$ cat src/rtl/fetch_pkg.sv
// Shared types and constants for the instruction-fetch sequencer.
// Imported by fetch_sequencer and by anything that decodes its state.
package fetch_pkg;

    typedef enum logic [1:0] {
        StRun,
        StHalt,
        StFault
    } fetch_state_e;

    localparam int unsigned            PC_WIDTH  = 32;
    localparam logic [31:0]            HALT_WORD = 32'h0000_0000;
    localparam logic [PC_WIDTH-1:0]    PC_STEP   = 32'd4;

endpackage

$ cat src/rtl/fetch_sequencer.sv
// Instruction-fetch controller: owns the PC, addresses the combinational text memory and
// hands fetched words to decode through a one-entry valid/ready output register.
module fetch_sequencer
    import fetch_pkg::*;
#(
    parameter int unsigned          DATA_WIDTH = 32,
    parameter int unsigned          ADDR_WIDTH = 8,
    parameter logic [PC_WIDTH-1:0]  RESET_PC   = 32'h0000_0000
) (
    input  logic                    clk,
    input  logic                    rst,
    output logic [ADDR_WIDTH-1:0]   mem_addr,
    input  logic [DATA_WIDTH-1:0]   mem_data,
    input  logic                    redirect_valid,
    input  logic [PC_WIDTH-1:0]     redirect_pc,
    output logic                    inst_valid,
    input  logic                    inst_ready,
    output logic [DATA_WIDTH-1:0]   inst,
    output logic [PC_WIDTH-1:0]     inst_pc,
    output logic                    halted,
    output logic                    fault,
    output logic [PC_WIDTH-1:0]     fault_pc
);

    fetch_state_e            state_q, state_d;
    logic [PC_WIDTH-1:0]     pc_q, pc_d;
    logic [DATA_WIDTH-1:0]   inst_q, inst_d;
    logic [PC_WIDTH-1:0]     inst_pc_q, inst_pc_d;
    logic                    inst_valid_q, inst_valid_d;
    logic [PC_WIDTH-1:0]     fault_pc_q, fault_pc_d;
    logic                    take;

    // Word-aligned and inside the text memory; the PC never wraps into low addresses.
    function automatic logic pc_ok(input logic [PC_WIDTH-1:0] pc);
        return (pc[1:0] == 2'b00) && ((pc >> (ADDR_WIDTH + 2)) == '0);
    endfunction

    assign take = !inst_valid_q || inst_ready;

    always_ff @(posedge clk) begin
        if (rst) begin
            state_q <= StRun;
        end else begin
            state_q <= state_d;
        end
    end

    always_ff @(posedge clk) begin
        if (rst) begin
            pc_q         <= RESET_PC;
            inst_q       <= '0;
            inst_pc_q    <= '0;
            inst_valid_q <= 1'b0;
            fault_pc_q   <= '0;
        end else begin
            pc_q         <= pc_d;
            inst_q       <= inst_d;
            inst_pc_q    <= inst_pc_d;
            inst_valid_q <= inst_valid_d;
            fault_pc_q   <= fault_pc_d;
        end
    end

    always_comb begin
        state_d      = state_q;
        pc_d         = pc_q;
        inst_d       = inst_q;
        inst_pc_d    = inst_pc_q;
        inst_valid_d = inst_valid_q;
        fault_pc_d   = fault_pc_q;

        if (redirect_valid) begin
            // Squashes any pending instruction; an accepted one has already left.
            inst_valid_d = 1'b0;
            if (pc_ok(redirect_pc)) begin
                pc_d    = redirect_pc;
                state_d = StRun;
            end else begin
                fault_pc_d = redirect_pc;
                state_d    = StFault;
            end
        end else begin
            unique case (state_q)
                StRun: begin
                    if (take) begin
                        if (!pc_ok(pc_q)) begin
                            inst_valid_d = 1'b0;
                            fault_pc_d   = pc_q;
                            state_d      = StFault;
                        end else if (mem_data == DATA_WIDTH'(HALT_WORD)) begin
                            inst_valid_d = 1'b0;
                            state_d      = StHalt;
                        end else begin
                            inst_d       = mem_data;
                            inst_pc_d    = pc_q;
                            inst_valid_d = 1'b1;
                            pc_d         = pc_q + PC_STEP;
                        end
                    end
                end
                StHalt, StFault: begin
                    if (inst_valid_q && inst_ready) begin
                        inst_valid_d = 1'b0;
                    end
                end
                default: state_d = StFault;
            endcase
        end
    end

    always_comb begin
        mem_addr   = pc_q[ADDR_WIDTH+1:2];
        inst_valid = inst_valid_q;
        inst       = inst_q;
        inst_pc    = inst_pc_q;
        halted     = (state_q == StHalt);
        fault      = (state_q == StFault);
        fault_pc   = fault_pc_q;
    end

endmodule

$ cat config.mk
export PLATFORM = sky130hd
export DESIGN_NAME = fetch_sequencer
export DESIGN_NICKNAME = d
export VERILOG_FILES = /design/src/rtl/fetch_pkg.sv /design/src/rtl/fetch_sequencer.sv
export SDC_FILE = /design/constraint.sdc
export NUM_CORES = 1
export LEC_CHECK = 0
export BUFFER_PORTS_ARGS = -buffer_cell sky130_fd_sc_hd__clkbuf_2
export CAP_MARGIN = 20
export CORE_MARGIN = 3
export CORE_UTILIZATION = 51
export DETAILED_ROUTE_END_ITERATION = 10
export PLACE_DENSITY = 0.9
export SETUP_SLACK_MARGIN = 0.02
export SLEW_MARGIN = 20
export SYNTH_ARGS = -nofsm -noshare
export SYNTH_HDL_FRONTEND = slang
export SYNTH_SLANG_ARGS = --single-unit
$ cat constraint.sdc
create_clock -name clk -period 2.52 [get_ports clk]
set_input_delay 0 -clock clk [delete_from_list [all_inputs] [get_ports clk]]
set_output_delay 0 -clock clk [all_outputs]
set_load 0.005 [all_outputs]
==> key figures, run 1 <==
Route
  – DRC viols: 0
  – Via count: 5421
  – WL per Instance: around 17 µm
  – Total Wirelength: roughly 16000 µm
  – Final ANT Viol Nets: 0
  – Vias/cell: between 5 and 6
  – Detailed-router iteration count before antenna repair: 5
  – DR iter-0 viols: roughly 430

Synthesis
  – Seq/Total Area, Yosys: a little under half
  – Mapped Area: approximately 5500 µm²
  – Post-Synthesis Net Count: 685
  – Syn Inst Count: approximately 600
  – Yosys reg bits: 131
  – Yosys cell types: 43
  – Ys Warns: 0
  – Avg Cell Area, Syn: about 9.0 µm²

Cells and area
  – Post-route design area: roughly 7500 µm²
  – Fillcell total: approximately 730
  – Number of diodes: 0
  – Register area: 2620 µm²
  – Commonest non-fill, non-tap cell in the layout: clkbuf_2
  – Share of layout cells above drive strength 1: roughly 32%
  – Final net count: 884
  – Commonest non-fill, non-tap cells in the layout: 174 x clkbuf_2, 131 x dfxtp_1, 99 x nand2_1, 64 x a211oi_1, 51 x a21oi_1
  – Area of the multi-input gates: about 2500 µm²
  – Area Overhead vs Synth: 35.9%

Clock network
  – Skew-Pair Late Insertion Delay: roughly 0.50 ns
  – TritonCTS clock tree: done
  – CTS sink cnt: about 130
  – Longest Clk Path Bufs: 2
  – Clock transition at path regs: ~0.06 ns
  – CTS Buf Count: 17
  – H-tree levels: 4
  – CTS Root Buffer Type: clkbuf_8

Timing
  – Worst Max-Slew Pin Slew: roughly 0.85 ns
  – RSZ-0062 raised after global routing: false
  – Post-layout min period: around 2.4 ns
  – Slew HR: 43.5%
  – Fin. max-slew vios: 0
  – Setup TNS: 0 ns
  – Final Cycle Share: roughly 97%
  – Setup Skew: approximately 0.013 ns
  – Final setup fails: 0
  – Fmax: just over 0.4 GHz
  – Final Hold Viols: 0

Global routing
  – Largest net degree at the start of global routing: between 80 and 90
  – Vias in the first global route: between 5000 and 6000
  – Initial antenna violation count: 0
  – Global Route Usage Sum: roughly a quarter
  – Total grt overflow: 0
  – First-pass GRT wire length: 25000 µm

Die
  – Die area: ~12000 µm²
  – Core ar.: approximately 10000 µm²
  – Die X: about 110 µm
  – Initial Utilization: about 53%
  – Die Ht: ~110 µm
  – FP Rows: 37
  – Top Ports: 175

Power
  – Maximum vdd drop: between 0.0004 and 0.0005 V
  – Power Dens Cells: about 760 nW/µm²
  – Static Leak: 0.00340 µW

Setup path
  – Reg2reg setup slack: 0.31 ns
  – Critical path class: input pin to flip-flop
  – Crit path max fanout: 21
  – Endpoint class of the critical path: flip-flop
  – CP required: 2.93 ns
  – Crit path launch type: input pin
  – FF-to-FF Start: state_q[1]
  – WP data arrival: between 2 and 3 ns
  – Worst setup startpoint: mem_data[18]

Min path
  – Hold Path Origin: redirect_pc[12]
  – Hold Path Class: input pin to flip-flop

Placed design
  – Port Buf Inserts: between 150 and 200
  – GP Congestion: between 0.8 and 0.9
  – Placed cell area: around 6400 µm²
  – DP Wirelength: around 10000 µm

Flow run
  – Max-cap violations: 0

Status
  – Status: finished, final reports clean
critical path, stage by stage:
cell	delay, ns
dlygate4sd3_1	0.53
clkbuf_2	0.14
nor4_1	0.59
nand4_1	0.50
o2111ai_4	0.51
buf_4	0.33
nand2_1	0.10
a21oi_1	0.14
worst paths after layout:
path / to / cells past startpoint
worst max register to register: inst[27] / 8
worst min register to register: inst[25] / 2
worst max-delay path: inst[19] / 8
worst min-delay path: fault_pc[12] / 4
metrics by stage:
stage	power (µW)	setup slack, ns	hold WS (ns)	cells	utilization [%]
3_5_place_dp	3170	0.196	0.248	879	61.5
2_1_floorplan	2880	0.674	0.140	613	-
4_1_cts	5660	0.170	0.000345	958	71.7
3_3_place_gp	3150	0.249	0.248	879	61.5
6_report	5670	0.0831	0.0220	961	72.1
5_1_grt	5890	0.0509	0.0120	961	72.1
synthesized netlist by cell type, drive strengths merged:
cell     count  share of area, %
o21ai       10              0.91
nand3        7              0.63
a31oi        1              0.11
clkbuf      34               2.3
o41ai        1              0.16
mux2i        3              0.54
a2111oi      1              0.50
and4         4              0.63
o2bb2ai      1              0.16
inv         42               2.9
a22oi        2              0.27
a32oi        1              0.16
and3        50               5.7
ha           4              0.91
buf         23               3.0
nor2         7              0.48
o2111ai      2              0.43
nor4b        1              0.16
nor2b        3              0.34
o211ai       3              0.50
nor4        18               3.2
o22ai        3              0.34
nor3         3              0.27
nand4        5              0.68
a221oi       3              0.48
a21oi       51               4.6
a21o         2              0.27
a32o         1              0.18
or2          2              0.23
nand2       99               6.7
nand2b       1              0.11
dfxtp      131                47
a211oi      65               8.9
mux2        27               5.5
o32ai        2              0.32
report_power, final:
group,internal (µW),switching [µW]
clock,1480,953
combinational,409,530
sequential,2200,97.8
total,4090,1580
sequential cells by signal (all words and copies together) (netlist names):
register	flops
fault_pc	32
state_q	2
inst	32
pc_q	32
inst_valid	1
inst_pc	32
what timing repair did:
item | CTS | global route
hold buffers | 47 | 0
endpoints found under the setup margin | 0 | 35
buffers inserted | 0 | 1
hold endpoints to repair | 49 | 0
gates resized for setup | 0 | 1
cell type report:
cell class | instances | share of cell area (%)
Inverter | 42 | 2.10
Sequential cell | 131 | 34.9
Clock inverter | 13 | 2.00
Timing Repair Buffer | 235 | 19.4
Tap cell | 136 | 2.27
Clock buffer | 19 | 5.88
Multi-Input combinational cell | 385 | 33.4
logic make-up (layout without fill, tap and decap cells):
logic type               count (synthesis)  after routing  share of synthesized area [%]
AND/OR/NAND/NOR                        200            200                           19.1
AO/OA/AOI/OAI                          149            151                           18.3
flip-flops                             131            131                           47.5
buffers and inverters                   99            309                           8.15
multiplexers                            30             30                           6.05
adder cells (fa/ha/maj)                  4              4                          0.906
layer usage:
layer  track usage [%]  up-vias  share of wire [%]
li1                  -     2576                  -
met1              32.6     2520                 41
met2              42.9      279                 48
met3              6.81       46                8.0
met4              8.90        0                2.5
met5                 0        -                  0
(Power assumes the default switching activity.)
==> run 2: changes to the inputs <==
- CORE_MARGIN: 3 -> default
- PLACE_DENSITY: 0.9 -> default
- PLACE_DENSITY_LB_ADDON: default -> 0.12
==> run 2 against run 1 <==
Net effect:
- clock power about the same
- clock-buffer cell count shrank 2
- global-route usage increased by 1.4 points
- sequential power barely moved
- non-clock buffer count is 14 higher
- critical path type is now flip-flop to flip-flop
- highest routed layer unchanged
==> key figures, run 2 (same netlist as run 1, synthesis figures left out) <==
Clock network
  – Post-CTS Setup Bufs: 0 (unchanged)
  – Longest Clk Path Bufs: 2 (unchanged)
  – H-tree levels: 4 (unchanged)
  – CTS sink cnt: 131 (unchanged)
  – TritonCTS clock tree: done
  – Clock transition at path regs: 0.06 ns (about the same)
  – CTS Buf Count: 17 (unchanged)
  – Skew-Pair Late Insertion Delay: 0.53 ns (+0.03 ns)
  – CTS Root Buffer Type: clkbuf_8

Timing
  – Final Hold Viols: 0 (unchanged)
  – Setup Skew: 0.00799 ns (-0.00501 ns)
  – Post-layout min period: 2.15 ns (-0.285 ns)
  – Hold slack final: 0.0102 ns (-0.0118 ns)
  – Fmax: 0.465 GHz (+13%)
  – Fin. max-slew vios: 0 (unchanged)
  – Slew HR: 51.7% (+8.2 points)
  – Fin worst setup slack: 0.369 ns (+0.285 ns)
  – Setup TNS: 0 ns (unchanged)
  – Final Cycle Share: 85.4% (-11 points)
  – Final setup fails: 0 (unchanged)
  – Worst Max-Slew Pin Slew: 0.725 ns (-0.123 ns)
  – RSZ-0062 raised after global routing: false

Route
  – Detailed-router iteration count before antenna repair: 6 (+1)
  – DRC viols: 0 (unchanged)
  – Via count: 5325 (-1.8%)
  – Total Wirelength: 15200 µm (-7.0%)
  – DR iter-0 viols: 345 (-19%)
  – WL per Instance: 15.6 µm (-8.2%)
  – Final ANT Viol Nets: 0 (unchanged)
  – Vias/cell: 5.47 (-3.0%)

Power
  – Static Leak: 0.00344 µW (+1.2%)
  – Maximum vdd drop: 0.000409 V (-7.5%)
  – Power Dens Cells: 742 nW/µm² (-1.8%)

Die
  – Die X: 106 µm (-3.6%)
  – Core ar.: 10400 µm² (unchanged)
  – FP Rows: 37 (unchanged)
  – Die Ht: 106 µm (-3.6%)
  – Top Ports: 175 (unchanged)
  – Die area: 11300 µm² (-7.1%)
  – Initial Utilization: 53.0% (unchanged)

Setup path
  – Reg2reg setup slack: 0.37 ns (+0.06 ns)
  – Critical path class: flip-flop to flip-flop
  – Worst setup startpoint: state_q[0]
  – Crit path launch type: flip-flop
  – R2r worst-path depth: 7 (-1)
  – Endpoint class of the critical path: flip-flop
  – WP data arrival: 2.58 ns (-0.27 ns)
  – Critical R2R Capture: pc_q[8]
  – Crit path to: pc_q[8]
  – CP required: 2.95 ns (+0.02 ns)
  – Crit path max fanout: 29 (+38%)
  – FF-to-FF Start: state_q[0]

Cells and area
  – Register area: 2620 µm² (unchanged)
  – Number of diodes: 0 (unchanged)
  – Fillcell total: 823 (+13%)
  – Share of layout cells above drive strength 1: 31.4% (-0.58 points)
  – Post-route design area: 7610 µm² (+1.3%)
  – Commonest non-fill, non-tap cell in the layout: clkbuf_2
  – Area Overhead vs Synth: 37.7%
  – Commonest non-fill, non-tap cells in the layout: 174 x clkbuf_2, 131 x dfxtp_1, 99 x nand2_1, 64 x a211oi_1, 60 x dlygate4sd3_1
  – Final net count: 896 (+1.4%)
  – Area of the multi-input gates: 2480 µm² (-1.2%)

Global routing
  – Initial antenna violation count: 0 (unchanged)
  – Largest net degree at the start of global routing: 56 (-33%)
  – First-pass GRT wire length: 24200 µm (-3.2%)
  – Global Route Usage Sum: 27.2% (+1.4 points)
  – Vias in the first global route: 5106 (-0.25%)
  – Total grt overflow: 0 (unchanged)

Placed design
  – DP Wirelength: 9780 µm (-2.0%)
  – GP Congestion: 0.796 (-5.1%)
  – Placed cell area: 6420 µm² (+0.23%)
  – Post-place setup slack: 0.149 ns (-0.0465 ns)
  – Port Buf Inserts: 174 (unchanged)

Status
  – Status: finished, final reports clean

Flow run
  – Max-cap violations: 0 (unchanged)

Min path
  – Hold Path Class: input pin to flip-flop
run 2: worst min-delay path by stage:
stage | slack [ns] | to | cells after the start | startpoint
floorplan | 0.14 | inst[0] | 2 | mem_data[0]
global placement | 0.24 | inst[6] | 3 | mem_data[6]
detailed placement | 0.25 | inst[2] | 3 | mem_data[2]
CTS | 0.009 | fault_pc[15] | 4 | redirect_pc[15]
global route | 0.03 | fault_pc[15] | 4 | redirect_pc[15]
finish | 0.01 | fault_pc[11] | 4 | redirect_pc[11]
run 2: final cells by class:
type                    count  area share [%]
clock buffers              17            5.44
repair buffers            249            21.0
multi-input cells         383            32.6
flip-flops and latches    131            34.5
well taps                 136            2.24
inverters                  42            2.07
clock inverters            15            2.22
run 2: where the power goes:
part / switching (µW) / internal [µW]
Clock: 991 / 1430
Sequential: 92.5 / 2200
Combinational: 510 / 418
Total: 1590 / 4050
run 2: worst max-delay path: stages, from the launching register on:
cell and delay (ns):
dfxtp_1 0.33, inv_1 0.09, ha_1 0.26, nor2b_1 0.22
nand3_1 0.21, a211oi_2 0.31, o22ai_4 0.27, a221oi_1 0.37
run 2: routing by layer:
metal / part of all wire [%] / routed length (µm) / up-vias / GRT usage (%)
met1: 43 / 6590 / 2500 / 32.4
li1: - / - / 2603 / -
met5: 0 / 0 / - / 0
met3: 5.2 / 796 / 42 / 6.62
met2: 48 / 7340 / 180 / 46.3
met4: 3.1 / 471 / 0 / 12.6
run 2: per-stage QoR:
stage,std cells,utilization [%],power [µW]
after CTS,973,73.0,5650
final,973,73.1,5640
after global placement,881,61.6,3150
after global routing,973,73.1,5880
after detailed placement,881,61.6,3180
after floorplan,613,-,2880
run 2: what timing repair did:
item | 4_1_cts | 5_1_grt
hold buffers | 60 | 0
gates resized for setup | 0 | 0
hold endpoints to repair | 68 | 0
==> run 3: changes to the inputs <==
==> constraint.sdc (replaced) <==
create_clock -name clk -period 2.52 [get_ports clk]
set_input_delay 0.378 -clock clk [delete_from_list [all_inputs] [get_ports clk]]
set_output_delay 0.378 -clock clk [all_outputs]
set_load 0.005 [all_outputs]
==> run 3 against run 2 <==
Net effect:
- cell area shrank 8.3%
- fmax up 1.7%
- worst setup slack better by 0.037 ns
- power down 5.2%
- via count down 6.1%
- clock power decreased by 9.1%
- sequential cell count unchanged
- die area unchanged
- largest cell class unchanged
==> key figures, run 3 (same netlist as run 1, synthesis figures left out) <==
Status
  – Status: finished, final reports clean

Die
  – Die area: 11300 µm² (unchanged)
  – Core ar.: 10400 µm² (unchanged)
  – Die Ht: 106 µm (unchanged)
  – Top Ports: 175 (unchanged)
  – Initial Utilization: 53.0% (unchanged)
  – FP Rows: 37 (unchanged)
  – Die X: 106 µm (unchanged)

Power
  – Comb pwr share: 15.9% (-0.5 points)
  – Internal power: 3800 µW (-6.2%)
  – Switching Share: 29.0% (+0.75 points)
  – Maximum vdd drop: 0.000425 V (+4.1%)
  – Sequential share of power: 42.9% (+2.2 points)
  – Power Dens Cells: 766 nW/µm² (+3.3%)
  – Sw Pwr: 1550 µW (-2.7%)
  – Clock Power Share: 41.2% (-1.7 points)
  – Static Leak: 0.00319 µW (-7.4%)

Timing
  – Fmax: 0.473 GHz (+1.7%)
  – RSZ-0062 raised after global routing: false
  – Final Cycle Share: 83.9% (-1.5 points)
  – Slew HR: 61.7% (+10 points)
  – Worst Max-Slew Pin Slew: 0.574 ns (-0.150 ns)
  – Fin. max-slew vios: 0 (unchanged)
  – Final setup fails: 0 (unchanged)
  – Hold slack final: 0.0963 ns (+0.0861 ns)
  – Post-layout min period: 2.11 ns (-0.0365 ns)
  – Final Hold Viols: 0 (unchanged)
  – Setup Skew: 0.00992 ns (+0.00192 ns)
  – Setup TNS: 0 ns (unchanged)
  – Fin worst setup slack: 0.405 ns (+0.0365 ns)

Setup path
  – Crit path max fanout: 20 (-31%)
  – Crit-path cells: inv_1 -> ha_1 -> nor2b_1 -> nand3_1 -> a2111oi_4 -> buf_4 -> nand2_1 -> a21oi_1
  – WP data arrival: 2.55 ns (-0.03 ns)
  – CP required: 2.96 ns (about the same)
  – Slowest cell on the critical path: a2111oi_4
  – Buf/Inv on CP: 2 (+1)
  – Critical path class: flip-flop to flip-flop
  – Crit path largest cell delay: 0.35 ns (-0.02 ns)
  – Endpoint class of the critical path: flip-flop
  – Crit path launch type: flip-flop
  – Cell family with most CP delay: simple AND/OR/NAND/NOR gates

Cells and area
  – Final net count: 839 (-6.4%)
  – Register area: 2620 µm² (unchanged)
  – Fillcell total: 904 (+9.8%)
  – Share of layout cells above drive strength 1: 34.1% (+2.7 points)
  – Area Overhead vs Synth: 26.3%
  – Commonest non-fill, non-tap cell in the layout: clkbuf_2
  – Commonest non-fill, non-tap cells in the layout: 174 x clkbuf_2, 131 x dfxtp_1, 99 x nand2_1, 64 x a211oi_1, 51 x a21oi_1
  – Area of the multi-input gates: 2470 µm² (-0.30%)
  – Number of diodes: 0 (unchanged)
  – Layout Cells excl Fill: 916 (-5.9%)

Placed design
  – DP Wirelength: 9830 µm (+0.53%)
  – GP Congestion: 0.867 (+8.9%)
  – Port Buf Inserts: 174 (unchanged)
  – Placed insts: 884 (+0.34%)
  – Post-place setup slack: 0.328 ns (+0.178 ns)

Clock network
  – Post-cts sizing count: 0 (unchanged)
  – Post-CTS Setup Bufs: 0 (unchanged)
  – TritonCTS clock tree: done
  – Longest Clk Path Bufs: 2 (unchanged)
  – CTS Root Buffer Type: clkbuf_8
  – CTS Buf Count: 17 (unchanged)
  – Skew-Pair Late Insertion Delay: 0.52 ns (about the same)
  – Clock transition at path regs: 0.06 ns (about the same)
  – Hold_buf cts: 0 (-100%)
  – H-tree levels: 4 (unchanged)
  – CTS sink cnt: 131 (unchanged)

Route
  – Via count: 5002 (-6.1%)
  – Final ANT Viol Nets: 0 (unchanged)
  – DR iter-0 viols: 291 (-16%)
  – Detailed-router iteration count before antenna repair: 5 (-1)
  – Total Wirelength: 13900 µm (-8.7%)
  – Vias/cell: 5.46 (-0.22%)
  – DRC viols: 0 (unchanged)
  – WL per Instance: 15.1 µm (-3.0%)

Flow run
  – Max-cap violations: 0 (unchanged)

Global routing
  – Vias in the first global route: 4647 (-9.0%)
  – Initial antenna violation count: 0 (unchanged)
  – First-pass GRT wire length: 22300 µm (-7.8%)
  – Total grt overflow: 0 (unchanged)
  – Global Route Usage Sum: 25.1% (-2.2 points)
  – Largest net degree at the start of global routing: 55 (-1.8%)

Min path
  – Hold Path Class: input pin to flip-flop
-- run 3: power by group through the flow --
stage                     Clock, µW  Sequential (µW)  Combinational, µW
after floorplan                   0             2330                544
after global placement            0             2330                832
after detailed placement          0             2340                849
after CTS                      2240             2300                855
after global routing           2350             2310                943
final                          2200             2300                851
-- run 3: cell type report --
type                       count  share of cell area (%)
sequential                   131                    37.6
clock buffer                  17                    5.93
inverter                      42                    2.26
tap                          136                    2.44
clock inverter                15                    1.79
multi-input combinational    383                    35.4
timing repair buffer         192                    14.6
-- run 3: path summary, 6_finish.rpt --
kind / start / to / slack (ns) / cells after the start
worst min register to register: inst[19] / inst[19] / 0.45 / 2
worst min-delay path: mem_data[6] / inst[6] / 0.1 / 3
worst max register to register: state_q[1] / inst[26] / 0.41 / 8
worst max-delay path: state_q[1] / inst[26] / 0.41 / 8
-- run 3: per-stage QoR --
step                total power, µW  util, %  area [µm²]
finish                         5350     67.0        6980
detailed placement             3190     61.8        6440
floorplan                      2880        -        5530
CTS                            5400     67.0        6980
global placement               3160     61.8        6440
global route                   5600     67.0        6980
-- run 3: worst reg2reg max path, delay by kind of cell (launching register included) --
kind	cells	cell delay, ns
fa+ha+maj	1	0.24
compound gates	2	0.52
simple gates	3	0.56
buf+inv	2	0.40
flops	1	0.33
-- run 3: layer usage --
layer / share of wire, % / track usage, % / wire, µm / vias to the layer above
met3: 5.1 / 6.07 / 701 / 14
met4: 1.1 / 8.43 / 157 / 0
met2: 50 / 42.0 / 6880 / 156
met5: 0 / 0 / 0 / -
met1: 44 / 31.6 / 6140 / 2355
li1: - / - / - / 2477
